**config.mk**
```make
export PLATFORM = sky130hd
export DESIGN_NAME = xcfi_check_sequencer
export DESIGN_NICKNAME = d
export VERILOG_FILES = /design/src/rtl/xcfi_pkg.sv /design/src/rtl/xcfi_sat_counter.sv /design/src/rtl/xcfi_check_sequencer.sv
export SDC_FILE = /design/constraint.sdc
export NUM_CORES = 1
export LEC_CHECK = 0
export ABC_AREA = 1
export BUFFER_PORTS_ARGS = -buffer_cell sky130_fd_sc_hd__buf_2
export CORE_ASPECT_RATIO = 0.7
export CORE_MARGIN = 4
export CORE_UTILIZATION = 29
export DETAILED_ROUTE_END_ITERATION = 8
export GPL_TIMING_DRIVEN = 1
export SYNTH_ARGS = -nofsm -noshare
export SYNTH_HDL_FRONTEND = slang
export SYNTH_SLANG_ARGS = --single-unit
```
**constraint.sdc**
```tcl
create_clock -name clock -period 3.95 [get_ports clock]
set_input_delay 0 -clock clock [delete_from_list [all_inputs] [get_ports clock]]
set_output_delay 0 -clock clock [all_outputs]
set_load 0.02 [all_outputs]
```
**src/rtl/xcfi_pkg.sv**
```systemverilog
// ----------------------------------------------------------------------------
// xcfi_pkg
// Definitions shared by the check sequencer and its helpers:
//   xcfi_seq_state_t  - states of the check-window sequencer
//   XCFI_RETIRE_CNT_W - width of the saturating retirement counter
//   clog2 / cnt_width - width helpers for the inline down-counters
// ----------------------------------------------------------------------------
package xcfi_pkg;

    typedef enum logic [2:0] {
        SEQ_IDLE,
        SEQ_WARMUP,
        SEQ_ARMED,
        SEQ_DONE,
        SEQ_EXPIRED
    } xcfi_seq_state_t;

    localparam int XCFI_RETIRE_CNT_W = 16;

    // Ceiling log2; clog2(1) is 0.
    function automatic int clog2(input int value);
        int result;
        result = 0;
        for (int v = value - 1; v > 0; v = v >> 1) begin
            result++;
        end
        return result;
    endfunction

    // Bits needed to hold 0..max_value, never less than one bit so that a
    // zero-valued counter parameter still yields a legal vector.
    function automatic int cnt_width(input int max_value);
        int w;
        w = clog2(max_value + 1);
        return (w < 1) ? 1 : w;
    endfunction

endpackage

```
**src/rtl/xcfi_sat_counter.sv**
```systemverilog
// ----------------------------------------------------------------------------
// xcfi_sat_counter
// Up-counter that sticks at its all-ones value instead of wrapping.
// Ports:
//   clock  - rising-edge clock
//   reset  - asynchronous active-high reset, clears the count
//   inc    - add one this cycle (ignored once saturated)
//   clr    - synchronous clear, takes priority over inc
//   count  - current count
// ----------------------------------------------------------------------------
module xcfi_sat_counter #(
    parameter int WIDTH = 16
) (
    input  logic             clock,
    input  logic             reset,
    input  logic             inc,
    input  logic             clr,
    output logic [WIDTH-1:0] count
);

    logic [WIDTH-1:0] count_q;
    logic [WIDTH-1:0] count_d;

    // Next count: clear wins, otherwise step up only while below all-ones so
    // the counter holds its maximum rather than rolling over to zero.
    always_comb begin
        count_d = count_q;
        if (clr) begin
            count_d = '0;
        end else if (inc && (count_q != '1)) begin
            count_d = count_q + WIDTH'(1);
        end
    end

    // Count register with asynchronous clear.
    always_ff @(posedge clock or posedge reset) begin
        if (reset) begin
            count_q <= '0;
        end else begin
            count_q <= count_d;
        end
    end

    assign count = count_q;

endmodule

```
**src/rtl/xcfi_check_sequencer.sv**
```systemverilog
// ----------------------------------------------------------------------------
// xcfi_check_sequencer
// Chooses the single retirement on one RVFI channel that the formal
// instruction checkers examine. After enable and a warm-up delay the window
// arms, skips SKIP_RETIRE eligible retirements and strobes check on the next
// one. The window gives up after TIMEOUT armed cycles or when a skipped
// retirement is the last one before halt.
// Ports:
//   clock, reset        - clock and asynchronous active-high reset
//   enable              - lets the sequencer leave IDLE
//   rvfi_valid/trap/
//   rvfi_halt/intr      - RVFI retirement flags, one bit per channel
//   check               - one-cycle strobe, same cycle as the chosen retirement
//   armed               - window is open
//   done                - check has been issued (sticky)
//   timed_out           - window closed without a check (sticky)
//   checked_trap        - trap flag of the checked retirement
//   retire_count        - saturating count of valid retirements on the channel
// ----------------------------------------------------------------------------
module xcfi_check_sequencer
    import xcfi_pkg::*;
#(
    parameter int NRET          = 1,
    parameter int CHANNEL_IDX   = 0,
    parameter int WARMUP_CYCLES = 4,
    parameter int SKIP_RETIRE   = 0,
    parameter int TIMEOUT       = 64,
    parameter int IGNORE_INTR   = 1
) (
    input  logic                         clock,
    input  logic                         reset,
    input  logic                         enable,
    input  logic [NRET-1:0]              rvfi_valid,
    input  logic [NRET-1:0]              rvfi_trap,
    input  logic [NRET-1:0]              rvfi_halt,
    input  logic [NRET-1:0]              rvfi_intr,
    output logic                         check,
    output logic                         armed,
    output logic                         done,
    output logic                         timed_out,
    output logic                         checked_trap,
    output logic [XCFI_RETIRE_CNT_W-1:0] retire_count
);

    localparam int WARM_W = cnt_width(WARMUP_CYCLES);
    localparam int SKIP_W = cnt_width(SKIP_RETIRE);
    localparam int TMO_W  = cnt_width(TIMEOUT);

    xcfi_seq_state_t state_q, state_d;
    logic [WARM_W-1:0] warm_q, warm_d;
    logic [SKIP_W-1:0] skip_q, skip_d;
    logic [TMO_W-1:0]  tmo_q, tmo_d;
    logic              trap_q, trap_d;
    logic              eligible;

    // A retirement counts toward the window unless it is the first
    // instruction of an interrupt handler and those are being ignored.
    assign eligible = rvfi_valid[CHANNEL_IDX] &&
                      !((IGNORE_INTR != 0) && rvfi_intr[CHANNEL_IDX]);

    // The strobe is deliberately combinational so it lines up with the very
    // retirement the checkers sample; the async reset drops state_q out of
    // ARMED immediately, which also kills the strobe in the reset cycle.
    assign check = (state_q == SEQ_ARMED) && eligible && (skip_q == '0);

    // Next-state logic. The warm-up, skip and timeout down-counters live here
    // too. A check takes precedence over both halt and timeout expiry, and
    // DONE/EXPIRED hold until reset so only one check happens per epoch.
    always_comb begin
        state_d = state_q;
        warm_d  = warm_q;
        skip_d  = skip_q;
        tmo_d   = tmo_q;
        trap_d  = trap_q;

        case (state_q)
            SEQ_IDLE: begin
                if (enable) begin
                    if (WARMUP_CYCLES == 0) begin
                        state_d = SEQ_ARMED;
                        skip_d  = SKIP_W'(SKIP_RETIRE);
                        tmo_d   = TMO_W'(TIMEOUT);
                    end else begin
                        state_d = SEQ_WARMUP;
                        warm_d  = WARM_W'(WARMUP_CYCLES);
                    end
                end
            end

            SEQ_WARMUP: begin
                warm_d = warm_q - WARM_W'(1);
                if (warm_q == WARM_W'(1)) begin
                    state_d = SEQ_ARMED;
                    skip_d  = SKIP_W'(SKIP_RETIRE);
                    tmo_d   = TMO_W'(TIMEOUT);
                end
            end

            SEQ_ARMED: begin
                if (check) begin
                    state_d = SEQ_DONE;
                    trap_d  = rvfi_trap[CHANNEL_IDX];
                end else begin
                    // Without a check, an eligible retirement must be one
                    // still being skipped.
                    if (eligible) begin
                        skip_d = skip_q - SKIP_W'(1);
                    end
                    if (eligible && rvfi_halt[CHANNEL_IDX]) begin
                        state_d = SEQ_EXPIRED;
                    end else begin
                        tmo_d = tmo_q - TMO_W'(1);
                        if (tmo_q == TMO_W'(1)) begin
                            state_d = SEQ_EXPIRED;
                        end
                    end
                end
            end

            default: begin
                state_d = state_q;
            end
        endcase
    end

    // State and counter registers, all cleared asynchronously.
    always_ff @(posedge clock or posedge reset) begin
        if (reset) begin
            state_q <= SEQ_IDLE;
            warm_q  <= '0;
            skip_q  <= '0;
            tmo_q   <= '0;
            trap_q  <= 1'b0;
        end else begin
            state_q <= state_d;
            warm_q  <= warm_d;
            skip_q  <= skip_d;
            tmo_q   <= tmo_d;
            trap_q  <= trap_d;
        end
    end

    assign armed        = (state_q == SEQ_ARMED);
    assign done         = (state_q == SEQ_DONE);
    assign timed_out    = (state_q == SEQ_EXPIRED);
    assign checked_trap = trap_q;

    // Every valid retirement on the channel is counted, whatever the state
    // and whether or not it is an interrupt entry.
    xcfi_sat_counter #(
        .WIDTH (XCFI_RETIRE_CNT_W)
    ) u_retire_cnt (
        .clock (clock),
        .reset (reset),
        .inc   (rvfi_valid[CHANNEL_IDX]),
        .clr   (1'b0),
        .count (retire_count)
    );

endmodule

```
==> reports/results.tsv <==
stage	metric	value	unit
drt	vias	1772	
worst_setup_path	criticalPathCategory	flip-flop to flip-flop	
worst_setup_path	cpMaxStageDelayCell	nor2_2	
sta	slew_headroom	34.5	%
synth	syn_inst	279	
worst_setup_path	critPathMaxFanout	21	
global_routing	grt_pass1_vias	1683	
sta	hold_viol_final	0	
finish	areaGrowthSynthToFinish	16.8	%
synth	yosys.area.top_type	dfrtp_1	
synth	yosys_warnings	0	
finish	drive_gt1_share	19.5	%
synth	syn_nets	291	
global_routing	grt_overflow	0	
synth	synth_seq_cells	31	
clock_tree	clk-insertion-delay-late	0.28	ns
clock_tree	root_buffer	clkbuf_8	
finish	n_fill_cell	683	
clock_tree	cts_resized	0	
sta	worst_pin_slew	0.982	ns
drt	ant_nets	0	
power	clkPwrFrac	28.5	%
floorplan	placementRows	24	
finish	antenna_cells	0	
worst_setup_path	worst_path_most_repeated_cell	nand2_1	
global_routing	grt_max_degree	32	
power	p_comb_share	25.7	%
sta	max_freq	469	MHz
outcome	status	complete, no violations	
power	pwr_density_cell	388	nW/µm²
synth	async_reset_ff_share	100	%
drt	wl_per_cell	11.1	µm
worst_setup_path	cp-start-kind	flip-flop	
drt	dr.pass1.iters	4	
power	p_int	0.000575	W
sta	fin_crit_sh	54.0	%
power	power_frac_seq	45.8	%
global_routing	antenna_found_initial	0	
power	p_sw_share	36.2	%
min_path	worstHoldPathType	primary input to flip-flop	
synth	synth.area.top_cells	dfrtp_1 (39%), nand2_1 (20%), inv_1 (6.0%), nor2_1 (6.0%), ha_1 (3.1%)	
sta	setup_viol_count_final	0	
power	p_switching	0.000327	W
floorplan	die_height	77.3	µm
synth	yosysUniqueCellTypes	29	
power	p_total	0.000902	W
floorplan	pin_count	28	
clock_tree	cts_tree	done	
place	io_buffers	27	
drt	drtIter0Drc	77	
global_routing	grt_pass1_wl	8.10	mm
floorplan	core	6430	µm²
synth	synth_top_area_share	39.0	%
clock_tree	htreeDepth	2	
sta	fin_skew	0.00751	ns
worst_setup_path	worst_ep_arrival_time	2.31	ns
floorplan	die_x	107	µm
synth	synth_edf_count	0	
synth	yosysSeqAreaShare	39.0	%
sta	min_period	2.13	ns
clock_tree	numCtsBuffers	5	
job	max_cap_violations	0	
drt	drt-total-wl	4.49	mm
global_routing	grt_usage	12.1	%
sta	tns	0	ns
power	vdd_drop_max	132	µV
drt	drc	0	
finish	nets	325	
place	hpwlAfterDp	3.34	mm
floorplan	initial_core_util	31.0	%
worst_setup_path	max_stage_delay	0.74	ns
clock_tree	cts.path.max_buffers	2	
clock_tree	cts_sinks	31	
place	gp_congestion	0.854	
worst_setup_path	end_kind	flip-flop	
sta	rsz0062_at_grt	no	
sta	slew_violations	0	
power	p_leak	1.18	nW
worst_setup_path	path_cells	ha_1 -> inv_1 -> nor2_4 -> nand2_4 -> nor2_2 -> nor2_2 -> nand2_1 -> nand2_1 -> nand2_1	
worst_setup_path	worstPathRequired	4.12	ns
drt	vias_per_cell	4.39	
synth	synthesis.area	1990	µm²
floorplan	fp.dieArea	8280	µm²
synth	ys.flop_type	dfrtp_1	
synth	avgSynthCellArea	7.13	µm²
clock_tree	path_clk_slew	0.07	ns
-- metal layers --
layer | wire [µm] | part of all wire [%] | global-route usage [%]
met1 | 2310 | 52 | 17.4
met2 | 1750 | 39 | 17.1
met3 | 404 | 9.0 | 4.87
met4 | 19 | 0.42 | 2.30
met5 | 0 | 0 | 0
-- synthesized netlist by cell type (2+ instances only) --
library cell / count
nand2_1: 106
inv_1: 32
nor2_1: 32
dfrtp_1: 31
nand3_1: 12
o21ai_0: 8
o21ai_2: 7
nand4_1: 6
nor2_2: 6
ha_1: 5
nor3_1: 4
xnor2_1: 4
xor2_1: 4
a31oi_1: 2
buf_6: 2
inv_2: 2
nand2_2: 2
nand3_2: 2
nor2_4: 2
-- cells by family after synthesis --
group	after synthesis	share of synthesized area, %
AND/OR/NAND/NOR	175	37.8
buffers and inverters	37	7.92
adder cells (fa/ha/maj)	5	3.14
XOR/XNOR	9	4.34
flip-flops	31	39.0
AO/OA/AOI/OAI	22	7.79
-- cells in the final DEF, fill, tap and decap left out, drive strengths merged, types with 2 or more instances in the layout --
master and instances:
nand2 109, nor2 40, inv 34, dfrtp 31, buf 28, o21ai 17, nand3 14, nand4 6
clkbuf 6, ha 5, xor2 5, xnor2 4, nor3 4, a31oi 2, dlygate4sd3 2, a21oi 2
-- area by class of cell --
type	instances	area, µm²	area share [%]
Inverter	34	128	5.49
Clock buffer	6	82.6	3.55
Timing Repair Buffer	30	163	7.00
Clock inverter	1	5.00	0.215
Multi-Input combinational cell	211	1060	45.5
Sequential cell	31	776	33.4
Tap cell	91	114	4.90
-- stage by stage --
stage	hold WS [ns]	instances	setup slack, ns	util, %	instance area, µm²
finish	0.106	404	1.82	36.2	2320
global route	0.119	404	1.63	36.2	2320
CTS	0.102	404	1.81	36.2	2320
detailed placement	0.115	395	1.82	34.5	2220
global placement	0.113	395	1.88	34.5	2220
floorplan	0.104	279	2.32	-	1990
-- power by group through the flow --
stage               combinational [W]  clock (W)  sequential [W]
detailed placement           0.000233          0        0.000419
floorplan                    0.000120          0        0.000453
finish                       0.000232   0.000257        0.000413
CTS                          0.000236   0.000268        0.000413
global route                 0.000261   0.000280        0.000421
global placement             0.000234          0        0.000416
-- critical path: cells and delay by family (launching register included) --
family,cells,cell delay (ns)
adder cells (fa/ha/maj),1,0.30
buffers and inverters,1,0.12
AND/OR/NAND/NOR,7,1.18
flip-flops,1,0.44
-- final timing paths --
kind	end	cells past startpoint	startpoint	slack [ns]
worst max-delay path	u_retire_cnt.count[4]	9	u_retire_cnt.count[0]	1.82
worst min-delay path	u_retire_cnt.count[0]	3	rvfi_valid	0.11
worst max register to register	u_retire_cnt.count[4]	9	u_retire_cnt.count[0]	1.82
worst min register to register	tmo_q[1]	2	tmo_q[1]	0.51
max in group asynchronous	u_retire_cnt.count[11]	4	reset	3.28
min in group asynchronous	u_retire_cnt.count[2]	4	reset	0.35
-- sequential cells by signal, summed over array words and instances (netlist names) --
signal,cells
checked_trap,1
skip_q,1
state_q,3
tmo_q,7
u_retire_cnt.count,16
warm_q,3
-- what timing repair did --
item / in CTS / in global routing
setup buffers: 0 / 0
hold buffers: 2 / 0
hold endpoints to repair: 32 / 0
No activity file was read; power rests on OpenSTA's default activity.
